==> src/rtl/result_summarizer.sv <==
// Scans both result RAMs over a shared read address and reduces them to
// summary statistics: signed sum/min/max and zero count of RAM0 (signed
// differences), unsigned sum/max of RAM1 (magnitudes). Results are held
// after done until the next accepted start.
module result_summarizer #(
  parameter int ADDR_WIDTH = 9,
  parameter int NUM_WORDS  = 512,
  parameter int DATA_WIDTH = 8
) (
  input  logic                                   CLOCK_50_I,
  input  logic                                   resetn,
  input  logic                                   start,
  output logic        [ADDR_WIDTH-1:0]           rd_address,
  input  logic        [DATA_WIDTH-1:0]           rd_data0,
  input  logic        [DATA_WIDTH-1:0]           rd_data1,
  output logic                                   busy,
  output logic                                   done,
  output logic signed [DATA_WIDTH+ADDR_WIDTH-1:0] sum0,
  output logic signed [DATA_WIDTH-1:0]           min0,
  output logic signed [DATA_WIDTH-1:0]           max0,
  output logic        [ADDR_WIDTH:0]             zero_count0,
  output logic        [DATA_WIDTH+ADDR_WIDTH-1:0] sum1,
  output logic        [DATA_WIDTH-1:0]           max1
);

  localparam int SUM_W = DATA_WIDTH + ADDR_WIDTH;
  localparam int CNT_W = ADDR_WIDTH + 1;
  localparam logic [ADDR_WIDTH-1:0] LAST_ADDR = ADDR_WIDTH'(NUM_WORDS - 1);

  typedef enum logic [1:0] {S_IDLE, S_SCAN, S_DRAIN, S_DONE} state_t;

  state_t state, state_n;

  // vld_p0: rd_address holds a word to read; vld_p1: RAM q holds that word
  logic vld_p0;
  logic vld_p1;
  logic first_flag;

  logic run_start;
  logic scan_end;
  logic drain_end;

  logic signed [DATA_WIDTH-1:0] word0_p1;
  logic        [DATA_WIDTH-1:0] word1_p1;

  assign word0_p1 = rd_data0;
  assign word1_p1 = rd_data1;

  // Two's-complement word widened to the running-sum width
  function automatic logic signed [SUM_W-1:0] sext_word(input logic signed [DATA_WIDTH-1:0] d);
    return {{ADDR_WIDTH{d[DATA_WIDTH-1]}}, d};
  endfunction

  // Unsigned word widened to the running-sum width
  function automatic logic [SUM_W-1:0] zext_word(input logic [DATA_WIDTH-1:0] d);
    return {{ADDR_WIDTH{1'b0}}, d};
  endfunction

  // State register
  always_ff @(posedge CLOCK_50_I) begin
    if (!resetn) state <= S_IDLE;
    else         state <= state_n;
  end

  // Next-state logic; drain finishes once both valid stages are empty
  always_comb begin
    state_n = state;
    case (state)
      S_IDLE:  if (start) state_n = S_SCAN;
      S_SCAN:  if (rd_address == LAST_ADDR) state_n = S_DRAIN;
      S_DRAIN: if (!vld_p0 && !vld_p1) state_n = S_DONE;
      S_DONE:  state_n = S_IDLE;
      default: state_n = S_IDLE;
    endcase
  end

  // Control strobes decoded from the current state
  always_comb begin
    run_start = 1'b0;
    scan_end  = 1'b0;
    drain_end = 1'b0;
    case (state)
      S_IDLE:  run_start = start;
      S_SCAN:  scan_end  = (rd_address == LAST_ADDR);
      S_DRAIN: drain_end = !vld_p0 && !vld_p1;
      default: ;
    endcase
  end

  // Address counter, valid pipe and handshake flags
  always_ff @(posedge CLOCK_50_I) begin
    if (!resetn) begin
      rd_address <= '0;
      vld_p0     <= 1'b0;
      vld_p1     <= 1'b0;
      busy       <= 1'b0;
      done       <= 1'b0;
    end else begin
      vld_p1 <= vld_p0;
      done   <= drain_end;
      if (run_start) begin
        rd_address <= '0;
        vld_p0     <= 1'b1;
        busy       <= 1'b1;
      end else if (state == S_SCAN) begin
        if (scan_end) vld_p0 <= 1'b0;
        else          rd_address <= rd_address + 1'b1;
      end
      if (drain_end) busy <= 1'b0;
    end
  end

  // Accumulators: cleared on an accepted start, updated when a word reaches stage p1
  always_ff @(posedge CLOCK_50_I) begin
    if (!resetn) begin
      sum0        <= '0;
      min0        <= '0;
      max0        <= '0;
      zero_count0 <= '0;
      sum1        <= '0;
      max1        <= '0;
      first_flag  <= 1'b0;
    end else if (run_start) begin
      sum0        <= '0;
      min0        <= '0;
      max0        <= '0;
      zero_count0 <= '0;
      sum1        <= '0;
      max1        <= '0;
      first_flag  <= 1'b1;
    end else if (vld_p1) begin
      sum0        <= sum0 + sext_word(word0_p1);
      sum1        <= sum1 + zext_word(word1_p1);
      zero_count0 <= zero_count0 + CNT_W'(word0_p1 == '0);
      first_flag  <= 1'b0;
      if (first_flag) begin
        min0 <= word0_p1;
        max0 <= word0_p1;
        max1 <= word1_p1;
      end else begin
        if (word0_p1 < min0) min0 <= word0_p1;
        if (word0_p1 > max0) max0 <= word0_p1;
        if (word1_p1 > max1) max1 <= word1_p1;
      end
    end
  end

endmodule

==> config.mk <==
export PLATFORM = sky130hd
export DESIGN_NAME = result_summarizer
export DESIGN_NICKNAME = d
export VERILOG_FILES = /design/src/rtl/result_summarizer.sv
export SDC_FILE = /design/constraint.sdc
export NUM_CORES = 1
export LEC_CHECK = 0
export ABC_AREA = 1
export CAP_MARGIN = 20
export CORE_MARGIN = 2
export CORE_UTILIZATION = 50
export DETAILED_ROUTE_END_ITERATION = 6
export PLACE_DENSITY = 0.77
export SLEW_MARGIN = 15
export SYNTH_ARGS = -nofsm -noshare
export SYNTH_HDL_FRONTEND = slang
export SYNTH_SLANG_ARGS = --single-unit
==> constraint.sdc <==
create_clock -name CLOCK_50_I -period 2.5 [get_ports CLOCK_50_I]
set_clock_uncertainty 0.05 [all_clocks]
set_input_delay 0.5 -clock CLOCK_50_I [delete_from_list [all_inputs] [get_ports CLOCK_50_I]]
set_output_delay 0.5 -clock CLOCK_50_I [all_outputs]
set_load 0.03 [all_outputs]
==> results.json <==
{
  "synth-async-reset-ratio": 0,
  "grt.total_usage": 0.242,
  "grt_pass1_wl_mm": 22.7,
  "r2r_start": "rd_address[0]",
  "initial_core_util": 0.519,
  "path_max_fanout": 5,
  "cp_common_cell": "nand2_1",
  "r2r_end": "rd_address[7]",
  "routed_wl_mm": 13.6,
  "syn_to_final_growth_pct": 29.9,
  "clk_latency_ps": 350,
  "grt_pass1_vias": 5033,
  "ctsResizeCount": 0,
  "ys.flop_type": "dfxtp_1",
  "antenna_found_initial": 0,
  "wl_per_cell_um": 12.8,
  "startpoint": "rd_data0[7]",
  "row_count": 37,
  "critPathKind": "primary input to register",
  "finish.instance_area_um2": 6990,
  "path_cells": "clkdlybuf4s50_1 -> buf_4 -> ha_1 -> inv_1 -> o21ai_0 -> nand2_1 -> nand2_1 -> a21oi_1 -> nand2_1 -> nand2_1 -> nand2_1 -> nand2_1 -> a21oi_1",
  "fill_cells": 917,
  "drc": 0,
  "sequentialPowerShare": 0.357,
  "syn_avg_cell_area_um2": 6.87,
  "tightestPinTransition_ps": 531,
  "clk_pin_slew_ps": 80,
  "grt_setup_unrepaired": "false",
  "slowest_delay_ps": 470,
  "cts_tree": "built",
  "drive_gt1_frac": 0.0963,
  "required_ps": 2740,
  "r2r_setup_slack_ps": 420,
  "diodes": 0,
  "clockRootBuffer": "clkbuf_8",
  "gr-total-overflow": 0,
  "drt_first_iter_violations": 229,
  "critPathSlowestCell": "clkdlybuf4s50_1",
  "post_dp_cell_area_um2": 6790,
  "path_delay_family": "buffers and inverters",
  "power_frac_comb": 0.427,
  "cts.sinks": 84,
  "io_pins": 98,
  "grt_max_degree": 41,
  "core_area_um2": 10400,
  "critPathArrivalTime_ps": 2520,
  "ys_ff_latch": 84,
  "worst-path-buf-inv": 3,
  "post-route-min-period_ps": 2280,
  "htree_levels": 3,
  "p_clk_frac": 0.217,
  "setup_viol": 0,
  "finalCritPeriodShare": 0.911,
  "dieArea_um2": 11600,
  "cp-end-kind": "register",
  "die_height_um": 108,
  "clockBufferDepth": 2,
  "hold_violations": 0,
  "p_leak_uw": 0.00317,
  "syn_area_um2": 5380,
  "syn_nets": 859,
  "crit_cells": 13,
  "firstDrtPassIters": 4,
  "status": "finished clean",
  "final_max_slew_viol_count": 0,
  "cp-start-kind": "primary input",
  "final_nets": 996,
  "syn_inst": 783,
  "relSlewSlack": 0.645,
  "io_buffers": 97,
  "switching_share": 0.397,
  "p_int_uw": 2780,
  "hold_buffers": 0,
  "timing.fmax_ghz": 0.439,
  "hold_class": "register to register",
  "seq_area_frac_synth": 0.312,
  "maxCapViolations": 0,
  "dp_hpwl_mm": 10.4,
  "power_density_nw_per_um2": 659,
  "crit_path_end": "sum0[16]",
  "setup_tns_ps": 0,
  "gp_congestion": 0.932,
  "switching_power_uw": 1830,
  "fp.dieW_um": 108,
  "vias_per_cell": 5.04,
  "final_antenna_net_count": 0,
  "vdd_drop_max_mv": 0.391,
  "vias": 5343,
  "synth_warnings": 0,
  "post-cts-setup-buffers": 0,
  "r2r_cells": 13,
  "synth-edff-count": 0,
  "numCtsBuffers": 9,
  "yosysUniqueCellTypes": 43
}
[registers in the layout, summed over array words and instances (netlist names), 2 cells and up]
register and count:
sum0 17, rd_address 9, sum1 17, max1 8, min0 8, max0 8, zero_count0 10, state 2
[power groups by stage]
stage                     sequential (uW)  clock [uW]  combinational (uW)
after detailed placement             1670           0                1960
after floorplan                      1840           0                1170
final                                1640         998                1970
after global routing                 1660        1080                2200
after CTS                            1640        1030                1970
after global placement               1660           0                1900
[worst reg2reg max path: cells and delay by family (launching register included)]
| kind | cells | cell delay, ps |
|---|---|---|
| AND/OR/NAND/NOR | 10 | 1080 |
| adder cells (fa/ha/maj) | 2 | 460 |
| flip-flops | 1 | 350 |
| AO/OA/AOI/OAI | 1 | 40 |
[cell families after synthesis]
kind of cell    synth area share
xor+xnor                  0.0260
buf+inv                    0.100
simple gates               0.294
fa+ha+maj                  0.135
compound gates             0.132
flops                      0.312
[cell usage after synthesis (8+ instances only)]
master,count,area (um^2)
xor2_1,14,123
nor2_1,121,454
a21oi_1,64,320
ha_1,55,688
nand3_1,44,220
nand3b_1,9,67.6
o21ai_0,32,160
inv_1,106,398
nor3_1,13,65.1
buf_2,9,45.0
nand2_1,159,597
dfxtp_1,84,1680
clkbuf_1,8,30.0
[worst min-delay path by stage]
stage | start | end | depth (start not counted)
after floorplan | vld_p0 | vld_p1 | 2
after detailed placement | vld_p0 | vld_p1 | 2
after global placement | vld_p0 | vld_p1 | 2
after global routing | vld_p0 | vld_p1 | 2
final | vld_p0 | vld_p1 | 2
after CTS | vld_p0 | vld_p1 | 2
[final cells by class]
type                       count  area (um^2)  area share
multi-input combinational    569         3170       0.454
tap                          136          170      0.0243
timing repair buffer         149         1360       0.195
clock buffer                  12          155      0.0222
clock inverter                 3         46.3     0.00662
sequential                    84         1690       0.241
inverter                     107          402      0.0574
[placed cells by master (no fill, tap or decap), types with 2 or more instances in the layout]
| cell | Yosys | final |
|---|---|---|
| nand2_1 | 159 | 159 |
| nor2_1 | 121 | 119 |
| inv_1 | 106 | 106 |
| clkdlybuf4s50_1 | 0 | 97 |
| dfxtp_1 | 84 | 83 |
| a21oi_1 | 64 | 64 |
| ha_1 | 55 | 55 |
| buf_4 | 2 | 52 |
| nand3_1 | 44 | 44 |
| o21ai_0 | 32 | 32 |
| xor2_1 | 14 | 14 |
| nor3_1 | 13 | 13 |
| clkbuf_8 | 0 | 11 |
| nand3b_1 | 9 | 9 |
| a21oi_2 | 7 | 7 |
| nand4_1 | 6 | 6 |
| nand2_2 | 6 | 6 |
| o21a_1 | 4 | 4 |
| a21o_1 | 4 | 4 |
| o21ai_1 | 4 | 4 |
| o211ai_1 | 4 | 4 |
| nor2_4 | 1 | 2 |
| o21bai_1 | 2 | 2 |
| a31oi_1 | 2 | 2 |
| nand3_2 | 2 | 2 |
| xnor2_1 | 2 | 2 |
| fa_1 | 2 | 2 |
[routing by layer]
metal | track usage | share of wire
met2 | 0.424 | 0.49
met5 | 0 | 0
met1 | 0.292 | 0.44
met4 | 0.0751 | 0.014
met3 | 0.0581 | 0.051
[per-stage QoR]
stage	utilization	std cells	power, uW	hold WS, ps	worst slack, ps
final	0.674	1060	4610	415	224
after global placement	0.655	1045	3570	393	-55.6
after global routing	0.674	1060	4940	444	19.8
after detailed placement	0.655	1045	3630	401	-142
after floorplan	-	783	3010	379	437
after CTS	0.674	1060	4640	417	224
Power figures use the tool's default switching activity.
